`config.mk`:
```
export PLATFORM = sky130hd
export DESIGN_NAME = ddr_init_seq_mr
export DESIGN_NICKNAME = d
export VERILOG_FILES = /design/src/rtl/ddr_init_seq_mr.sv
export SDC_FILE = /design/constraint.sdc
export NUM_CORES = 1
export LEC_CHECK = 0
export ABC_AREA = 1
export BUFFER_PORTS_ARGS = -buffer_cell sky130_fd_sc_hd__buf_4
export CORE_ASPECT_RATIO = 2
export CORE_MARGIN = 2
export CORE_UTILIZATION = 40
export DETAILED_ROUTE_END_ITERATION = 10
export PLACE_DENSITY = 0.7
export SYNTH_ARGS = -nofsm -noshare
export SYNTH_HDL_FRONTEND = slang
export SYNTH_SLANG_ARGS = --single-unit
```
`constraint.sdc`:
```
create_clock -name CK_t -period 1.9 [get_ports CK_t]
set_input_delay 0.285 -clock CK_t [delete_from_list [all_inputs] [get_ports CK_t]]
set_output_delay 0.285 -clock CK_t [all_outputs]
set_load 0.05 [all_outputs]
```
`src/rtl/ddr_init_seq_mr.sv`:
```
// DDR4 power-up initialisation sequencer: CKE bring-up, per-rank MRS and ZQCL,
// then resident service of runtime mode-register writes and ZQCS requests.
module ddr_init_seq_mr #(
  parameter int RANKS    = 2,
  parameter int T_CKE_LO = 8,
  parameter int T_IS     = 2,
  parameter int T_XPR    = 12,
  parameter int T_MRD    = 8,
  parameter int T_MOD    = 24,
  parameter int T_ZQINIT = 512,
  parameter int T_ZQCS   = 64,
  parameter int CNT_W    = 10
) (
  input  logic             CK_t,
  input  logic             reset_n,
  input  logic [7*14-1:0]  mr_op,
  output logic             cke,
  output logic [RANKS-1:0] cs_n,
  output logic             des_rdy,
  output logic             mrs_rdy,
  output logic             zqcl_rdy,
  output logic             zqcs_rdy,
  output logic [17:0]      mode_reg,
  output logic             ini_done,
  input  logic             mrw_req,
  input  logic [2:0]       mrw_sel,
  input  logic [13:0]      mrw_op,
  output logic             mrw_ack,
  input  logic             zqcs_req,
  output logic             zqcs_ack
);

  localparam int RANK_W = (RANKS > 1) ? $clog2(RANKS) : 1;

  localparam logic [3:0] RST_WAIT  = 4'd0;
  localparam logic [3:0] CKE_IS    = 4'd1;
  localparam logic [3:0] XPR       = 4'd2;
  localparam logic [3:0] MRS_CMD   = 4'd3;
  localparam logic [3:0] MRS_GAP   = 4'd4;
  localparam logic [3:0] ZQCL_CMD  = 4'd5;
  localparam logic [3:0] ZQCL_WAIT = 4'd6;
  localparam logic [3:0] IDLE      = 4'd7;
  localparam logic [3:0] ZQCS_CMD  = 4'd8;
  localparam logic [3:0] ZQCS_WAIT = 4'd9;

  // Timers hold N-1 on entry so a wait state lasts exactly N cycles.
  localparam logic [CNT_W-1:0] LD_CKE_LO = CNT_W'(T_CKE_LO - 1);
  localparam logic [CNT_W-1:0] LD_IS     = CNT_W'(T_IS - 1);
  localparam logic [CNT_W-1:0] LD_XPR    = CNT_W'(T_XPR - 1);
  localparam logic [CNT_W-1:0] LD_MRD    = CNT_W'(T_MRD - 1);
  localparam logic [CNT_W-1:0] LD_MOD    = CNT_W'(T_MOD - 1);
  localparam logic [CNT_W-1:0] LD_ZQINIT = CNT_W'(T_ZQINIT - 1);
  localparam logic [CNT_W-1:0] LD_ZQCS   = CNT_W'(T_ZQCS - 1);
  localparam logic [RANK_W-1:0] LAST_RANK = RANK_W'(RANKS - 1);

  logic [3:0]        state;
  logic [CNT_W-1:0]  timer;
  logic [RANK_W-1:0] rank;
  logic [2:0]        step;
  logic              rt_mrw;
  logic [2:0]        mrw_sel_q;
  logic [13:0]       mrw_op_q;
  logic              cke_q;
  logic              done_q;

  logic              timer_zero;
  logic              last_rank;
  logic              last_cmd;
  logic [2:0]        cmd_sel;
  logic [13:0]       init_op;
  logic [13:0]       cmd_op;
  logic [RANKS-1:0]  rank_sel;

  // Init MRS order: MR3, MR6, MR5, MR4, MR2, MR1, MR0.
  function automatic logic [2:0] mr_index(input logic [2:0] s);
    case (s)
      3'd0:    mr_index = 3'd3;
      3'd1:    mr_index = 3'd6;
      3'd2:    mr_index = 3'd5;
      3'd3:    mr_index = 3'd4;
      3'd4:    mr_index = 3'd2;
      3'd5:    mr_index = 3'd1;
      default: mr_index = 3'd0;
    endcase
  endfunction

  assign timer_zero = (timer == '0);
  assign last_rank  = (rank == LAST_RANK);
  assign last_cmd   = last_rank && (rt_mrw || step == 3'd6);

  always_comb begin
    // NOTE: every combinational output gets a default first so no path infers a latch.
    cmd_sel = rt_mrw ? mrw_sel_q : mr_index(step);
    init_op = '0;
    for (int i = 0; i < 7; i++)
      if (cmd_sel == 3'(i)) init_op = mr_op[14*i +: 14];
    cmd_op = rt_mrw ? mrw_op_q : init_op;
    for (int i = 0; i < RANKS; i++)
      rank_sel[i] = (rank == RANK_W'(i));
  end

  always_comb begin
    cs_n     = '1;
    des_rdy  = 1'b0;
    mrs_rdy  = 1'b0;
    zqcl_rdy = 1'b0;
    zqcs_rdy = 1'b0;
    mode_reg = '0;
    case (state)
      XPR, MRS_GAP, ZQCL_WAIT, ZQCS_WAIT: des_rdy = 1'b1;
      MRS_CMD: begin
        mrs_rdy  = 1'b1;
        cs_n     = ~rank_sel;
        mode_reg = {1'b0, cmd_sel, cmd_op};
      end
      ZQCL_CMD: begin
        zqcl_rdy = 1'b1;
        cs_n     = ~rank_sel;
      end
      ZQCS_CMD: begin
        zqcs_rdy = 1'b1;
        cs_n     = ~rank_sel;
      end
      default: ;
    endcase
  end

  assign cke      = cke_q;
  assign ini_done = done_q;
  assign mrw_ack  = (state == MRS_GAP) && rt_mrw && last_rank && timer_zero;
  assign zqcs_ack = (state == ZQCS_WAIT) && last_rank && timer_zero;

  // NOTE: sequential state uses non-blocking assignments only, so every flop
  // sees pre-edge values regardless of statement order.
  always_ff @(posedge CK_t or negedge reset_n) begin
    if (!reset_n) begin
      state     <= RST_WAIT;
      timer     <= LD_CKE_LO;
      rank      <= '0;
      step      <= '0;
      rt_mrw    <= 1'b0;
      mrw_sel_q <= '0;
      mrw_op_q  <= '0;
      cke_q     <= 1'b0;
      done_q    <= 1'b0;
    end else begin
      if (!timer_zero) timer <= timer - CNT_W'(1);
      case (state)
        RST_WAIT: if (timer_zero) begin
          state <= CKE_IS;
          timer <= LD_IS;
          cke_q <= 1'b1;
        end
        CKE_IS: if (timer_zero) begin
          state <= XPR;
          timer <= LD_XPR;
        end
        XPR: if (timer_zero) begin
          state  <= MRS_CMD;
          rank   <= '0;
          step   <= '0;
          rt_mrw <= 1'b0;
        end
        MRS_CMD: begin
          state <= MRS_GAP;
          timer <= last_cmd ? LD_MOD : LD_MRD;
        end
        MRS_GAP: if (timer_zero) begin
          if (last_cmd) begin
            rank   <= '0;
            rt_mrw <= 1'b0;
            state  <= rt_mrw ? IDLE : ZQCL_CMD;
          end else if (last_rank) begin
            rank  <= '0;
            step  <= step + 3'd1;
            state <= MRS_CMD;
          end else begin
            rank  <= rank + RANK_W'(1);
            state <= MRS_CMD;
          end
        end
        ZQCL_CMD: begin
          state <= ZQCL_WAIT;
          timer <= LD_ZQINIT;
        end
        ZQCL_WAIT: if (timer_zero) begin
          if (last_rank) begin
            state  <= IDLE;
            done_q <= 1'b1;
          end else begin
            rank  <= rank + RANK_W'(1);
            state <= ZQCL_CMD;
          end
        end
        // ZQCS has priority when both requests are pending.
        IDLE: begin
          if (zqcs_req) begin
            state <= ZQCS_CMD;
            rank  <= '0;
          end else if (mrw_req) begin
            state     <= MRS_CMD;
            rank      <= '0;
            rt_mrw    <= 1'b1;
            mrw_sel_q <= mrw_sel;
            mrw_op_q  <= mrw_op;
          end
        end
        ZQCS_CMD: begin
          state <= ZQCS_WAIT;
          timer <= LD_ZQCS;
        end
        ZQCS_WAIT: if (timer_zero) begin
          if (last_rank) begin
            state <= IDLE;
          end else begin
            rank  <= rank + RANK_W'(1);
            state <= ZQCS_CMD;
          end
        end
        default: state <= RST_WAIT;
      endcase
    end
  end

endmodule

```
==> results.md <==
* Period minus WS final at 2.69 ns
* H-tree level count at 2
* Num CTS Buffers at 5
* Wirelength per Cell at 16.7 um
* FF+latch count, synth at 38
* Relative max-transition margin at 64.7%
* Hold Vio Cnt, Final at 0
* Fin nets at 831
* Die H at 131 um
* Clock Latency Late Sink at 0.29 ns
* Reg2reg end: last_rank
* Clk pwr share at 9.0%
* Starting density of the core at 41.2%
* Psw at 4.86 mW
* Comb pwr share at 75.9%
* Area leader, netlist: dfrtp_1
* Hold EP: mrw_op_q[11]
* Fmax achieved at 0.371 GHz
* Total Die Area at 8890 um^2
* First drt pass iteration count at 5
* Routed wire length at 13400 um
* Synthesized Nets at 605
* Cell Area, Synth at 3250 um^2
* Post-DRT Antenna Nets at 0
* Syn Area/Cell at 6.78 um^2
* Via count at 4293
* Startpoint types: flip-flop
* DIE WIDTH at 67.7 um
* Drt initial violations at 238
* Antenna violations before repair at 0
* Drt via density at 5.35
* Register area share after synthesis at 29.4%
* MaxCap Viol Count at 0
* Worst clock skew at 0.00109 ns
* CP required at 1.62 ns
* Worst Hold Slack at 0.210 ns
* Async S/R FF share, synth at 100%
* Antenna cells at 0
* Clock-pin slew on the worst setup and hold paths at 0.06 ns
* Total GRT Usage at 29.9%
* Synth Instances at 479
* CTS tree: yes
* Failing checks: setup timing
* Pwr Density at 1630 nW/um^2
* Most common cell after layout, fill and taps aside: buf_4
* R2R Path Start: state[2]
* CP max-delay cell: dfrtp_1
* Rows at 46
* IO Port Bufs at 145
* Post-detail-place hpwl at 9670 um
* Share of post-route cells with drive strength above 1 at 53.0%
* Grt total ovfl at 0
* # clock sinks at 38
* Worst path arrival time at 2.41 ns
* VDD IR max at 1320 uV
* Final Cycle Share at 142%
* Ys Warns at 0
* Post-synth EDFFs at 0
* Int Pwr at 4.72 mW
* Synth area leaders: dfrtp_1, nand2_1, nor2_1, nand3_1, o21ai_0
* Crit Path Max Fanout at 4
* TNS Setup at -11.44 ns
* Critical-path cell list: inv_2, ha_2, nand2_1, nand3_1, nand2_2, nand2_4, buf_6, nor3_4, buf_6, a21oi_1, nand4_1, nand2_1, a21oi_4, buf_6
* DRC viols at 0
* Hold Path Origin: mrw_op[11]
* Run status: finished, violations left
* Seq pwr share at 15.1%
* CTS Buffer Depth at 2
* Crit path largest cell delay at 0.41 ns
* Top Ports at 147
* Sw frac at 50.7%
* R2R Setup Slk at 0.01 ns
* RSZ-0062 raised after global routing: true
* Final GP Congestion at 0.888
* Hold-critical path depth at 2
* Final Max Slew Viols at 0
* Least-Margin Pin Slew at 0.524 ns
* Worst path most repeated cell: buf_6
* Prevailing post-synth register cell: dfrtp_1
* CP Class: reg2out
* CTS root buffer: clkbuf_16
* Core box area at 7890 um^2
* Number of global-route vias before repair at 4496
* Pre-CTS WS at -0.529 ns
* Worst hold path class: in2reg
* Worst reg-to-reg path cell count at 9
* Critical path capture point type: output port
* Distinct cell type count after synthesis at 49
* Most frequent cells in the layout: buf_4, nand2_1, nor2_1
* Area Overhead vs Synth at 81.0%
* Post-route setup slack at -0.792 ns
* Final setup fails at 19
* Pin count of the biggest net entering global routing at 39
* First-pass GRT wire length at 20400 um
* Post-synth top area share at 27.0%
* Pleak at 2.88 nW
## routing by layer
metal	vias to the layer above	part of all wire [%]	wire (um)	global-route usage (%)
met1	2007	32	4280	27.7
met3	55	6.5	872	4.97
li1	2040	-	-	-
met2	191	56	7520	55.2
met4	0	5.4	727	19.6
met5	-	0	0	0
## flip-flops by register name (all words and copies together), names as in the netlist, 3 cells and up
register	flops
mrw_op_q	14
mrw_sel_q	3
state	4
step	3
timer	10
## power by group through the flow
stage	sequential (mW)	combinational [mW]	clock, mW
2_1_floorplan	1.43	3.79	0
3_5_place_dp	1.43	5.78	0
6_report	1.45	7.27	0.858
5_1_grt	1.48	7.79	0.896
4_1_cts	1.43	6.61	0.864
3_3_place_gp	1.40	5.69	0
## stage by stage
step / cell area (um^2) / total power [mW] / cells / util [%]
after detailed placement: 4970 / 7.21 / 762 / 63.0
after global routing: 5880 / 10.2 / 802 / 74.5
after CTS: 5610 / 8.90 / 792 / 71.1
after global placement: 4970 / 7.10 / 762 / 63.0
after floorplan: 3380 / 5.23 / 479 / -
final: 5880 / 9.57 / 802 / 74.5
## layout make-up
cell class	count	area, um^2
clock inverter	2	12.5
fill	589	2010
clock buffer	6	139
sequential	38	957
multi-input combinational	378	2450
timing repair inverter	1	7.51
timing repair buffer	230	1990
inverter	51	203
tap	96	120
## logic make-up after synthesis
family	after synthesis	share of synthesized area [%]
xor+xnor	2	0.540
flops	38	29.4
compound gates	78	14.3
other cells	1	0.116
fa+ha+maj	7	2.70
buf+inv	65	8.79
simple gates	272	38.6
mux	16	5.55
## worst max-delay path by stage
stage / slack, ns / start / cells after the start / end
detailed placement: -0.53 / step[0] / 16 / mode_reg[5]
CTS: -0.74 / step[1] / 13 / mode_reg[13]
finish: -0.79 / step[1] / 14 / mode_reg[13]
floorplan: -0.35 / step[0] / 13 / mode_reg[5]
global route: -0.90 / step[1] / 14 / mode_reg[13]
global placement: -0.47 / step[1] / 15 / mode_reg[1]
## timing repair
item | CTS | global route
endpoints found under the setup margin | 32 | 36
resized for setup | 81 | 52
cloned | 3 | 0
hold endpoints to repair | 35 | 0
pin swaps | 15 | 20
setup buffers | 18 | 11
hold buffers | 1 | 0
## synthesized netlist by cell type (2+ instances only)
library cell and n:
nor2_2 9, nand3_1 30, nand2_4 2, o21ai_0 30, nand2_2 4, buf_4 4
nor2_1 62, nand4_1 18, inv_2 12, buf_2 3, inv_1 39, nor3_1 6
nand2_1 125, clkbuf_1 4, o22ai_1 3, nand3_4 2, ha_1 7, xor2_1 2
mux2_1 7, dfrtp_1 35, dfstp_2 3, buf_6 3, mux2_2 9, or2_0 7
a21oi_1 17, o21ai_1 13
## critical path, delay by kind of cell (launching register included)
kind	cells	cell delay, ns
flip-flops	1	0.41
buffers and inverters	4	0.53
adder cells (fa/ha/maj)	1	0.20
AND/OR/NAND/NOR	7	0.78
AO/OA/AOI/OAI	2	0.19
No activity file was read; power rests on OpenSTA's default activity.
